--- config.mk ---
export PLATFORM = sky130hd
export DESIGN_NAME = cond_flag_unit
export DESIGN_NICKNAME = d
export VERILOG_FILES = /design/src/rtl/cond_flag_unit.sv
export SDC_FILE = /design/constraint.sdc
export NUM_CORES = 1
export LEC_CHECK = 0
export BUFFER_PORTS_ARGS = -buffer_cell sky130_fd_sc_hd__buf_4
export CORE_AREA = 2 2 51 53
export DETAILED_ROUTE_END_ITERATION = 6
export DIE_AREA = 0 0 53 55
export GPL_ROUTABILITY_DRIVEN = 0
export PLACE_DENSITY = 0.76
export SYNTH_ARGS = -nofsm -noshare
export SYNTH_HDL_FRONTEND = slang
export SYNTH_SLANG_ARGS = --single-unit
--- constraint.sdc ---
create_clock -name clk -period 2.2 [get_ports clk]
set_input_delay 0.11 -clock clk [delete_from_list [all_inputs] [get_ports clk]]
set_output_delay 0.11 -clock clk [all_outputs]
set_load 0.01 [all_outputs]
--- src/rtl/cond_flag_unit.sv ---
// NZCV status register and condition-code evaluator with in-flight
// flag-writer tracking and same-cycle bypass of ALU flag results.
module cond_flag_unit #(
    parameter int         MAX_PEND    = 3,
    parameter logic [3:0] RESET_FLAGS = 4'b0000
) (
    input  logic       clk,
    input  logic       rst,
    input  logic       flush,
    input  logic       iss_valid,
    output logic       iss_ready,
    input  logic       alu_valid,
    input  logic       alu_set,
    input  logic       alu_N,
    input  logic       alu_Z,
    input  logic       alu_C,
    input  logic       alu_V,
    input  logic       req_valid,
    input  logic [3:0] req_cond,
    output logic       req_ready,
    output logic       resp_valid,
    output logic       resp_pass,
    output logic [3:0] resp_flags,
    output logic [3:0] flags
);

    localparam int CW = $clog2(MAX_PEND + 1);
    localparam logic [CW-1:0] MAX_P = CW'(MAX_PEND);
    localparam logic [CW-1:0] ONE   = CW'(1);

    typedef enum logic {IDLE, WAIT} state_t;

    state_t        state, state_n;
    logic [CW-1:0] pending, pending_n;
    logic [CW-1:0] wait_cnt, wait_cnt_n;
    logic [CW-1:0] eff;
    logic [3:0]    cond_q, cond_n;
    logic [3:0]    fire_cond;
    logic [3:0]    alu_flags, eval_flags;
    logic          wr, dec, iss_fire, fire;

    function automatic logic cond_eval(input logic [3:0] c,
                                       input logic [3:0] f);
        logic n, z, cf, v;
        {n, z, cf, v} = f;
        case (c)
            4'h0:    return z;
            4'h1:    return ~z;
            4'h2:    return cf;
            4'h3:    return ~cf;
            4'h4:    return n;
            4'h5:    return ~n;
            4'h6:    return v;
            4'h7:    return ~v;
            4'h8:    return cf & ~z;
            4'h9:    return ~cf | z;
            4'hA:    return n == v;
            4'hB:    return n != v;
            4'hC:    return ~z & (n == v);
            4'hD:    return z | (n != v);
            4'hE:    return 1'b1;
            default: return 1'b0;
        endcase
    endfunction

    assign wr         = alu_valid & alu_set;
    assign alu_flags  = {alu_N, alu_Z, alu_C, alu_V};
    assign eval_flags = wr ? alu_flags : flags;
    assign iss_ready  = pending < MAX_P;
    assign iss_fire   = iss_valid & iss_ready;
    // An untracked write (nothing pending) must not underflow the count.
    assign dec        = wr & (pending != '0);
    // Writer retiring this cycle is already reflected in eval_flags.
    assign eff        = pending - CW'(dec);
    assign req_ready  = (state == IDLE) & ~flush;

    // Next in-flight count; same-cycle issue and retire cancel.
    always_comb begin
        pending_n = pending;
        if (flush)
            pending_n = '0;
        else if (iss_fire & ~dec)
            pending_n = pending + ONE;
        else if (dec & ~iss_fire)
            pending_n = pending - ONE;
    end

    // Request FSM: answer now, or park until all older writers retire.
    always_comb begin
        state_n    = state;
        wait_cnt_n = wait_cnt;
        cond_n     = cond_q;
        fire       = 1'b0;
        fire_cond  = req_cond;
        if (flush) begin
            state_n = IDLE;
        end else begin
            case (state)
                IDLE: begin
                    if (req_valid) begin
                        if (eff == '0) begin
                            fire = 1'b1;
                        end else begin
                            cond_n     = req_cond;
                            wait_cnt_n = eff;
                            state_n    = WAIT;
                        end
                    end
                end
                WAIT: begin
                    if (wr) begin
                        if (wait_cnt == ONE) begin
                            fire      = 1'b1;
                            fire_cond = cond_q;
                            state_n   = IDLE;
                        end else begin
                            wait_cnt_n = wait_cnt - ONE;
                        end
                    end
                end
                default: state_n = IDLE;
            endcase
        end
    end

    // Architectural flags and in-flight counter.
    always_ff @(posedge clk) begin
        if (rst) begin
            flags   <= RESET_FLAGS;
            pending <= '0;
        end else begin
            if (wr)
                flags <= alu_flags;
            pending <= pending_n;
        end
    end

    // FSM state and the parked request.
    always_ff @(posedge clk) begin
        if (rst) begin
            state    <= IDLE;
            wait_cnt <= '0;
            cond_q   <= '0;
        end else begin
            state    <= state_n;
            wait_cnt <= wait_cnt_n;
            cond_q   <= cond_n;
        end
    end

    // Response pulse; result fields hold between pulses.
    always_ff @(posedge clk) begin
        if (rst) begin
            resp_valid <= 1'b0;
            resp_pass  <= 1'b0;
            resp_flags <= '0;
        end else begin
            resp_valid <= fire;
            if (fire) begin
                resp_pass  <= cond_eval(fire_cond, eval_flags);
                resp_flags <= eval_flags;
            end
        end
    end

endmodule

==> metrics <==
status complete, no violations; chip width 53 um; Vias 1171; # Post-CTS Setup Buffers 0; DR vias/cell 5.768; Core Region 0.002365 mm^2; CP Max Fanout 5; Ant. Diodes 0; Min-Delay Path Class input pin to flip-flop; wire per inst 14.22 um; Worst Skew 9.070 ps; share of the synthesized area in the top cell type 0.3163; first-pass GRT wire length 4.830 mm; root buf cell clkbuf_4; M2 GR Usage 0.4125; busiest grt layer met2; first-pass iteration count of the detailed router 4; CTS tree built; PortBufs 26; Pwr per Cell Area 512.0 mW/mm^2; Post-Syn Nets 162; worst slew pin tran 390.0 ps; largest vdd supply drop 0.3950 mV; final worst slack 214.8 ps; number of CTS-inserted buffers 3; DRC violations left 0; Die ar. 0.002915 mm^2; synthesized area 0.001202 mm^2; register area share after synthesis 0.3163; CTS hold repair buffers 0; syn avg cell area 8.350 um^2; period utilization 0.9023; Die Height 55 um; P&R area growth vs syn 22.68%; YS warnings 0; register bit total from synthesis 19; DRT antenna net count 0; GR Overflow Total 0; count leader, synth dfxtp_1; slew margin rel. 0.7326; Initial Util 0.5085; DP Worst Slack 124.3 ps; Synth cell types 45; post-route minimum period 1985 ps; htree depth 1; Synth top cells by count dfxtp_1, nor2_1, nand2_1, mux2i_1, o21ai_0; Post-synth top flop dfxtp_1; Critical Setup Path Class flip-flop to flip-flop; startpoint types flip-flop; IO Count 27; M3 GR Usage 0.03495; data arrival time of the worst path 2210 ps; vias in the first global route 1114; maximum clock insertion buffer count 2; Post-Syn Instances 144; Sink Count 19; Worst-path clk slew 110 ps; WP data required 2430 ps; fraction of layout cells with a size suffix above 1 0.2601; total track usage 0.2259; final-report setup violation count 0; Iteration-0 DRC Markers 26; Fmax 0.5037 GHz; EDFF count, synth 0; initial antenna violation count 0; fin. max-slew vios 0; met1 Usage GRT 0.2657; Row Count 18; pin count of the biggest net entering global routing 20; setup_tns 0 ps; top cell type by total area after synthesis dfxtp_1; LEAKAGE 0.6414 nW; clk_lat worst skew 300 ps; RSZ-0062 raised after global routing no; ys async rst share 0; nets@finish 192; Min Hold Slack 26.18 ps; crit end category flip-flop; hpwl dp 2.211 mm; ranking of synthesized cells by area dfxtp_1, mux2i_1, nor2_1; max-cap violation count 0; Fin. Hold Viols 0; final WL 2.886 mm
==> cells by family (layout without fill, tap and decap cells) <==
logic type,after synthesis,count (layout),share of synthesized area
flip-flops,19,19,0.3163
AO/OA/AOI/OAI,30,30,0.1686
buffers and inverters,10,39,0.03642
XOR/XNOR,7,7,0.05099
AND/OR/NAND/NOR,63,63,0.2830
multiplexers,12,12,0.1134
adder cells (fa/ha/maj),3,3,0.03122
==> critical path, stage by stage, from the launching register on <==
cell and delay (ps):
dfxtp_1 380, o21ai_1 240, inv_1 70, ha_1 210, xnor2_2 170, nand2_1 90
and3_1 210, or2_1 280, o211a_1 140, nor3_1 110
==> sequential cells by signal (all words and copies together), names as in the netlist <==
name / cells
wait_cnt: 2
cond_q: 4
flags: 4
resp_valid: 1
pending: 2
state: 1
resp_pass: 1
resp_flags: 4
==> what timing repair did <==
item                                   4_1_cts  5_1_grt
setup endpoints to repair                    0        7
endpoints found under the hold margin        0        0
resized for setup                            0        2
==> report_power, final <==
group / leakage, nW / switching [mW] / internal (mW)
sequential: 0.155 / 0.0181 / 0.363
clock: 0.0177 / 0.108 / 0.0678
combinational: 0.469 / 0.0996 / 0.0986
==> per-layer routing <==
| layer | up-vias | routed length [um] |
|---|---|---|
| met1 | 539 | 1191 |
| met2 | 46 | 1468 |
| li1 | 581 | - |
| met3 | 5 | 189 |
| met4 | 0 | 37 |
| met5 | - | 0 |
==> area by class of cell <==
class                   count  area [um^2]
repair buffers             30        225.2
clock buffers               3        22.52
inverters                   5        18.77
fillers                   215        889.6
well taps                  30        37.54
flip-flops and latches     19        380.4
multi-input cells         115        785.8
clock inverters             1        5.005
==> cells in the final DEF (no fill, tap or decap), types with 4 or more instances in the layout <==
cell | netlist | routed
a211oi_1 | 4 | 4
a21oi_1 | 4 | 4
and3_1 | 5 | 5
buf_4 | 0 | 30
dfxtp_1 | 19 | 19
inv_1 | 5 | 5
mux2i_1 | 8 | 8
nand2_1 | 9 | 9
nor2_1 | 18 | 18
nor3_1 | 6 | 6
o21ai_0 | 8 | 7
xor2_1 | 4 | 4
==> metrics by stage <==
stage / std cells / utilization / instance area, um^2 / total power [mW]
detailed placement: 199 / 0.6090 / 1440 / 0.5833
finish: 203 / 0.6238 / 1475 / 0.7553
CTS: 203 / 0.6206 / 1468 / 0.7564
global route: 203 / 0.6238 / 1475 / 0.8001
floorplan: 144 / - / 1202 / 0.5047
global placement: 199 / 0.6090 / 1440 / 0.5765
==> final timing paths <==
check                                   start             to  slack (ps)  depth (start not counted)
worst max-delay path               pending[0]    wait_cnt[0]         210                          9
worst min-delay path                    flush     pending[0]          30                          2
worst max register to register     pending[0]    wait_cnt[0]         210                          9
worst min register to register  resp_flags[2]  resp_flags[2]         500                          2
Note: power is estimated with default switching activity, not from simulation.
